===== config.mk =====
export PLATFORM = sky130hd
export DESIGN_NAME = ring_port_arbiter
export DESIGN_NICKNAME = d
export VERILOG_FILES = /design/src/rtl/ring_port_arbiter.sv
export SDC_FILE = /design/constraint.sdc
export NUM_CORES = 1
export LEC_CHECK = 0
export CAP_MARGIN = 20
export CORE_ASPECT_RATIO = 0.9
export CORE_MARGIN = 5
export CORE_UTILIZATION = 35
export DETAILED_ROUTE_END_ITERATION = 8
export DONT_BUFFER_PORTS = 1
export GPL_TIMING_DRIVEN = 0
export PLACE_DENSITY = 0.48
export SYNTH_ARGS = -nofsm -noshare
export SYNTH_HDL_FRONTEND = slang
export SYNTH_SLANG_ARGS = --single-unit

===== constraint.sdc =====
create_clock -name clk -period 3.8 [get_ports clk]
set_input_delay 0.57 -clock clk [delete_from_list [all_inputs] [get_ports clk]]
set_output_delay 0.57 -clock clk [all_outputs]
set_load 0.01 [all_outputs]

===== src/rtl/ring_port_arbiter.sv =====
// Ring node switch stage: three input FIFOs (CW, CCW, local) feeding three
// registered outputs, each output arbitrated round-robin among the FIFO heads routed to it.
module ring_port_arbiter #(
    parameter int DATA_WIDTH = 32,
    parameter int FIFO_DEPTH = 2,
    parameter int CNT_WIDTH  = 8
) (
    input  logic                    clk,
    input  logic                    rst_n,
    input  logic [2:0]              in_valid,
    output logic [2:0]              in_ready,
    input  logic [3*DATA_WIDTH-1:0] in_data,
    input  logic [5:0]              in_route,
    output logic [2:0]              out_valid,
    input  logic [2:0]              out_ready,
    output logic [3*DATA_WIDTH-1:0] out_data,
    output logic [5:0]              out_src,
    output logic [CNT_WIDTH-1:0]    drop_count
);
    localparam int PTR_W = $clog2(FIFO_DEPTH);
    localparam int CNT_W = $clog2(FIFO_DEPTH + 1);
    localparam int ENT_W = DATA_WIDTH + 2;

    logic [ENT_W-1:0]      mem_q [3][FIFO_DEPTH];
    logic [ENT_W-1:0]      mem_d [3][FIFO_DEPTH];
    logic [PTR_W-1:0]      wr_ptr_q [3], wr_ptr_d [3];
    logic [PTR_W-1:0]      rd_ptr_q [3], rd_ptr_d [3];
    logic [CNT_W-1:0]      count_q [3], count_d [3];
    logic [1:0]            rr_ptr_q [3], rr_ptr_d [3];
    logic [2:0]            out_valid_q, out_valid_d;
    logic [3*DATA_WIDTH-1:0] out_data_q, out_data_d;
    logic [5:0]            out_src_q, out_src_d;
    logic [CNT_WIDTH-1:0]  drop_count_q, drop_count_d;

    logic [1:0]            head_route [3];
    logic [DATA_WIDTH-1:0] head_data [3];
    logic [2:0]            pop;
    logic [1:0]            sel;

    assign out_valid  = out_valid_q;
    assign out_data   = out_data_q;
    assign out_src    = out_src_q;
    assign drop_count = drop_count_q;

    function automatic logic [1:0] rr_next(input logic [1:0] ptr, input int unsigned step);
        return 2'((32'(ptr) + step) % 3);
    endfunction

    // Ready depends only on occupancy, so a same-cycle pop never opens a full FIFO.
    always_comb begin
        for (int unsigned i = 0; i < 3; i++) begin
            in_ready[i] = rst_n && (count_q[i] < CNT_W'(FIFO_DEPTH));
        end
    end

    always_comb begin
        mem_d        = mem_q;
        wr_ptr_d     = wr_ptr_q;
        rd_ptr_d     = rd_ptr_q;
        count_d      = count_q;
        rr_ptr_d     = rr_ptr_q;
        out_valid_d  = out_valid_q;
        out_data_d   = out_data_q;
        out_src_d    = out_src_q;
        drop_count_d = drop_count_q;
        pop          = '0;
        sel          = '0;

        for (int unsigned i = 0; i < 3; i++) begin
            head_route[i] = mem_q[i][rd_ptr_q[i]][ENT_W-1 -: 2];
            head_data[i]  = mem_q[i][rd_ptr_q[i]][DATA_WIDTH-1:0];
        end

        for (int unsigned o = 0; o < 3; o++) begin
            if (!out_valid_q[o] || out_ready[o]) begin
                out_valid_d[o] = 1'b0;
                for (int unsigned k = 1; k <= 3; k++) begin
                    sel = rr_next(rr_ptr_q[o], k);
                    if (!out_valid_d[o] && count_q[sel] != '0 && head_route[sel] == 2'(o)) begin
                        out_valid_d[o]                     = 1'b1;
                        out_data_d[o*DATA_WIDTH +: DATA_WIDTH] = head_data[sel];
                        out_src_d[2*o +: 2]                = sel;
                        rr_ptr_d[o]                        = sel;
                        pop[sel]                           = 1'b1;
                    end
                end
            end
        end

        for (int unsigned i = 0; i < 3; i++) begin
            if (pop[i]) begin
                rd_ptr_d[i] = rd_ptr_q[i] + 1'b1;
                count_d[i]  = count_d[i] - 1'b1;
            end
            if (in_valid[i] && in_ready[i]) begin
                if (in_route[2*i +: 2] == 2'b11) begin
                    if (drop_count_d != '1) begin
                        drop_count_d = drop_count_d + 1'b1;
                    end
                end else begin
                    mem_d[i][wr_ptr_q[i]] = {in_route[2*i +: 2], in_data[i*DATA_WIDTH +: DATA_WIDTH]};
                    wr_ptr_d[i]           = wr_ptr_q[i] + 1'b1;
                    count_d[i]            = count_d[i] + 1'b1;
                end
            end
        end
    end

    always_ff @(posedge clk) begin
        mem_q <= mem_d;
    end

    always_ff @(posedge clk) begin
        if (!rst_n) begin
            for (int unsigned i = 0; i < 3; i++) begin
                wr_ptr_q[i] <= '0;
                rd_ptr_q[i] <= '0;
                count_q[i]  <= '0;
                rr_ptr_q[i] <= 2'd2;
            end
            out_valid_q  <= '0;
            out_data_q   <= '0;
            out_src_q    <= '0;
            drop_count_q <= '0;
        end else begin
            wr_ptr_q     <= wr_ptr_d;
            rd_ptr_q     <= rd_ptr_d;
            count_q      <= count_d;
            rr_ptr_q     <= rr_ptr_d;
            out_valid_q  <= out_valid_d;
            out_data_q   <= out_data_d;
            out_src_q    <= out_src_d;
            drop_count_q <= drop_count_d;
        end
    end
endmodule


## Word level (Yosys, flattened, before mapping)

Index checks and enable logic that the tools add are counted.

| cells by class | value |
|---|---|
| add/subtract/negate cells | 24 |
| divide/modulo/power cells | 9 |
| order comparisons | 39 |
| eq/ne operators | 12 |
| multiplexer cells | 186 |
| bitwise logic cells | 26 |
| reduce and logical (&&, ||, !) cells | 66 |

Operators with widths:

| kind | number |
|---|---|
| $mux 32 | 27 |
| $bmux 32 s2 | 9 |
| $mux 34 | 12 |
| $mod 32x2->32 const B | 9 |
| $bwmux 68 | 3 |
| $mux 2 | 54 |
| $demux 34 s1 | 3 |
| $bmux 2 s2 | 18 |
| $mux 8 | 9 |
| $mux 3 | 18 |
| $logic_and 1x1->1 | 33 |
| $ge 3x3->1 const B | 9 |
| $lt 2x3->1 const B | 9 |
| $not 2->3 | 9 |
| $add 8x1->8 const B | 3 |
| $mux 1 | 24 |
| $ne 8x8->1 const B | 3 |
| $or 3x3->3 | 8 |
| $add 2x2->3 const B | 6 |
| $demux 1 s2 | 9 |
| $ge 2x1->1 const B | 9 |
| $reduce_bool 2->1 | 9 |
| $eq 2x2->1 const B | 6 |
| $ge 2x2->1 const B | 6 |
| other kinds (14) | 57 |

| word-level totals | value |
|---|---|
| flip-flop bits (word level) | 335 |
| input port bits | 110 |
| output and inout bits | 116 |
| logic and storage cells | 390 |

## Longest topological paths before layout

| logic depth | value |
|---|---|
| depth after elaboration | 43 |
| depth in mapped cells | 16 |
| depth with buffers taken out | 16 |

## Worst setup path before layout

Ideal clock, no wire load.

| timing path | value |
|---|---|
| path kind | reg2reg |
| from | register drop_count_q[0], in the netlist drop_count[0] |
| to | register drop_count_q[7], in the netlist drop_count[7] |
| setup time | 0.122 ns |
| arrival | 3.617 ns |
| required time | 3.678 ns |
| slack | 0.062 ns |
| cell stages (with the launch flop) | 16 |
| buffers on the path | 0 |
| period minus slack after synthesis | 3.738 ns |
| cells stage by stage | dfxtp_1 > ha_1 > nand4_1 > o211ai_2 > xor2_1 > inv_1 > ha_1 > or4b_2 > a21oi_1 > nand3_1 > nand2_1 > mux2_2 > ha_1 > nand3_1 > o21ai_0 > o311a_1 |

| between the ends | value |
|---|---|
| longest elaborated chain between the ends | 12 |

RTL lines:

| item | line | RTL |
|---|---|---|
| start, declared | 33 | `logic [CNT_WIDTH-1:0] drop_count_q, drop_count_d;` |
| start signal, assigned | 133 | `drop_count_q <= drop_count_d;` |
| $add 8x1->8 / $ne 8x8->1 (equally long branches) | 98, 97 |  |
| $mux 8 | 97 | `if (drop_count_d != '1) begin` |
| $mux 8 | 96 | `if (in_route[2*i +: 2] == 2'b11) begin` |
| $mux 8 * | 95 | `if (in_valid[i] && in_ready[i]) begin` |
| $add 8x1->8 / $ne 8x8->1 (equally long branches) | 98, 97 |  |
| $mux 8 | 97 |  |
| $mux 8 | 96 |  |
| $mux 8 * | 95 |  |
| $add 8x1->8 / $ne 8x8->1 (equally long branches) | 98, 97 |  |
| $mux 8 | 97 |  |
| $mux 8 | 96 |  |
| $mux 8 * | 95 |  |

Every way passes the cells marked *; elsewhere a longest branch is shown, timed or not.
A chain may end at the register's enable or synchronous reset.

## Final worst setup path

| timing path | value |
|---|---|
| from | register rr_ptr_q[0] (netlist bit) |
| to | register out_data_q[94], in the netlist out_data[94] |

| between the ends | value |
|---|---|
| longest elaborated chain between the ends | 20 |

RTL lines:

| item | line | RTL |
|---|---|---|
| start, declared | 29 | `logic [1:0] rr_ptr_q [3], rr_ptr_d [3];` |
| start signal, assigned | 129 | `rr_ptr_q <= rr_ptr_d;` |
| $add 2x1->3 | 46 | `return 2'((32'(ptr) + step) % 3);` |
| $mod 32x2->32 | 46 |  |
| $not 2->3 (implied by the code) | 79, 81 |  |
| $bmux 2 s2 | 79 | `if (!out_valid_d[o] && count_q[sel] != '0 && head_route[sel] == 2'(o)) begin` |
| $mux 2 (implied by the code) (2 in series) | 79 |  |
| $eq 2x2->1 / $reduce_bool 2->1 (equally long branches) | 79 |  |
| $logic_and 1x1->1 | 79 |  |
| $mux 1 | 79 |  |
| $mux 1 | 75 | `if (!out_valid_q[o] \|\| out_ready[o]) begin` |
| $logic_not 1->1 | 79 |  |
| $logic_and 1x1->1 (2 in series) | 79 |  |
| $mux 1 | 79 |  |
| $mux 1 | 75 |  |
| $logic_not 1->1 | 79 |  |
| $logic_and 1x1->1 (2 in series) | 79 |  |
| $reduce_bool 3->1 (no line) | -- |  |
| $reduce_and 2->1 (no line) | -- |  |
| end signal, assigned | 131 | `out_data_q <= out_data_d;` |
| end, declared | 31 | `logic [3*DATA_WIDTH-1:0] out_data_q, out_data_d;` |

Several ways; a longest one is shown, not always the timed one. The select of a mux whose other input is x is not followed.

==> impl_metrics.toml <==
[run_status]
status = "finished clean"

[floorplanning]
rows = 82
start_util_pct = 35.5
fp.dieArea_mm2 = 0.0615
ios = 226
core_area_mm2 = 0.0559
chipHeight_um = 236
die_w_um = 261

[sta]
final.setup_skew_ps = 21.2
tightest_slew_ps = 1200
slew_headroom_pct = 18.0
fin_crit_ps = 3630
fmax_ghz = 0.276
setup_viol = 0
rsz0062_at_grt = "no"
maxSlewViolCount = 0
fin_ws_ps = 171
min_period_over_period_pct = 95.5
hold_viol = 0

[synth]
synth_seq_cells = 332
syn_inst = 2111
synth_cell_types = 84
ys_top_cells_by_area = "edfxtp_1, dfxtp_1, a211oi_1, o21ai_0, o221ai_1"
synthArstFlopShare_pct = 0
synth_seq_area_share_pct = 43.8
synthTopCellsByCount = "edfxtp_1, nor2_1, o21ai_0"
yosys.area.top_type_share_pct = 30.9
dominantRegCellSynth = "edfxtp_1"
yosysMostFrequentCell = "edfxtp_1"
synth_nets = 2236
yosys.area.top_type = "edfxtp_1"
synth.avg_cell_area_um2 = 9.39
synth.cell_area_mm2 = 0.0198
synth_edf_count = 204
yosys_warnings = 0

[power_and_ir_drop]
p_int_mw = 9.84
powerDensity_mw_per_mm2 = 817
swShare_pct = 46.7
power_switching_mw = 8.63
ir_drop_mv = 0.400
power_frac_comb_pct = 51.5
power_frac_clock_pct = 20.6
sequentialPowerShare_pct = 27.9
power_leakage_nw = 7.23

[global_route]
grt_start_max_net_pins = 35
antenna_found_initial = 0
grt_pass1_wl_um = 122000
grt_pass1_vias = 17200
grt.overflow.total = 0
grtUsageTotal_pct = 26.5

[routing]
wl_um = 85000
wl_per_cell_um = 28.6
drt_iter0_markers = 1778
via_count = 18500
drt-vias-per-instance = 6.23
drc_errors = 0
dr.pass1.iters = 5
drtAntennaViolNets = 0

[cells_and_area]
antennaDiodeCount = 0
final_cell_area_mm2 = 0.0226
nFillCells = 5484
nNetsFinal = 2310
syn_to_final_growth_pct = 14.1
layout-drive-gt1-share_pct = 12.7

[setup_path]
crit_path_max_fanout = 10
crit_family = "buffers and inverters"
crit_chain = "inv_1, ha_1, clkbuf_1, clkbuf_1, o22ai_1, a32oi_1, clkbuf_1, o22ai_1, a211oi_1, a21o_1"
cp-start-kind = "flop"
cp_num_buf_inv = 4
slowest_stage = "a32oi_1"
arrival_ps = 4130
path_common_cell = "clkbuf_1"
slowest_delay_ps = 480
crit_required_ps = 4300
critPathKind = "flop to flop"
worst_setup_path_end_kind = "flop"

[placed_design]
placed_area_mm2 = 0.0212
dp_hpwl_um = 64900
place.gp.congestion = 0.969
dp_slack_ps = -680
portBuffers = 0

[flow_run]
cap_violations = 0

[clocking]
clk_path_buf_depth = 3
cts-htree-levels = 2
hold_buffers = 0
clk_latency_ps = 570
tritoncts = "done"
cts_sinks = 332
cts_buffers = 37
root_buffer = "clkbuf_16"
clk_pin_slew_worst_paths_ps = 70

[worst_hold_path]
hold_path_class = "primary input to flop"
-- worst register-to-register path: stages (launching register included) --
cell	delay, ps
dfxtp_1	460
inv_1	110
ha_1	380
clkbuf_1	410
clkbuf_1	460
o22ai_1	140
a32oi_1	480
clkbuf_1	450
o22ai_1	170
a211oi_1	390
a21o_1	130
-- sequential cells by signal (all words and copies together), names as in the netlist --
register / flops
out_valid: 3
drop_count: 8
rr_ptr_q: 6
mem_q: 204
count_q: 6
rd_ptr_q: 3
wr_ptr_q: 3
out_src: 3
out_data: 96
-- per-stage QoR --
step	power [mW]	std cells	setup TNS (ps)	hold slack [ps]	util [%]
after global placement	14.2	2867	-69090	504	37.1
final	18.5	2970	0	89.9	40.4
after floorplan	11.2	2111	0	480	-
after detailed placement	14.4	2897	-5390	516	37.8
after global routing	19.4	2970	0	71.1	40.4
after CTS	18.3	2967	0	62.7	40.3
-- cell families (layout without fill, tap and decap cells) --
logic type,count (synthesis),in the layout,synth area share (%)
flops,332,332,43.8
buf+inv,231,334,4.78
fa+ha+maj,18,18,1.10
mux,124,124,6.59
compound gates,824,824,29.4
xor+xnor,16,16,0.707
simple gates,566,566,13.6
-- cell type report --
cell class                      count  area [um2]  area share [%]
Multi-Input combinational cell   1548       10300            45.7
Sequential cell                   332        8710            38.5
Clock buffer                       53        1050            4.63
Tap cell                          756         946            4.18
Buffer                            188         807            3.57
Timing Repair Buffer               37         385            1.70
Clock inverter                     15         233            1.03
Inverter                           41         154           0.681
-- final timing paths --
path / from / to / slack (ps) / depth (start not counted)
max: rr_ptr_q[0] / out_data[94] / 170 / 10
min: in_route[5] / mem_q[67] / 90 / 0
max reg2reg: rr_ptr_q[0] / out_data[94] / 170 / 10
min reg2reg: rr_ptr_q[4] / rr_ptr_q[4] / 520 / 2
-- metal layers --
layer / up-vias / part of all wire (%) / global-route usage [%]
met2: 991 / 42 / 38.3
met4: 0 / 2.9 / 7.57
met3: 137 / 11 / 8.39
met5: - / 0 / 0
met1: 9055 / 44 / 38.0
li1: 8314 / - / -
-- power groups by stage --
| stage | logic (mW) | clock network, mW | registers (mW) |
|---|---|---|---|
| floorplan | 6.22 | 0 | 5.00 |
| global placement | 8.99 | 0 | 5.25 |
| detailed placement | 9.17 | 0 | 5.25 |
| CTS | 9.23 | 3.88 | 5.19 |
| global route | 10.2 | 4.03 | 5.22 |
| finish | 9.51 | 3.80 | 5.16 |
-- what timing repair did --
action / 4_1_cts / 5_1_grt
gates cloned: 0 / 0
buffers inserted: 3 / 3
hold endpoints to repair: 0 / 0
setup endpoints to repair: 22 / 43
pin swaps: 2 / 4
resized for setup: 29 / 15
-- layout by cell type (no fill, tap or decap), drive strengths merged, types with 35 or more instances in the layout --
cell type	n
mux2	52
o22ai	42
a22o	35
o21ai	183
mux2i	72
inv	45
nor2	204
buf	87
nor2b	71
a21oi	148
nand2	144
clkbuf	190
o211ai	38
dfxtp	128
o221ai	117
a211oi	148
edfxtp	204
Note: power is estimated with default switching activity, not from simulation.
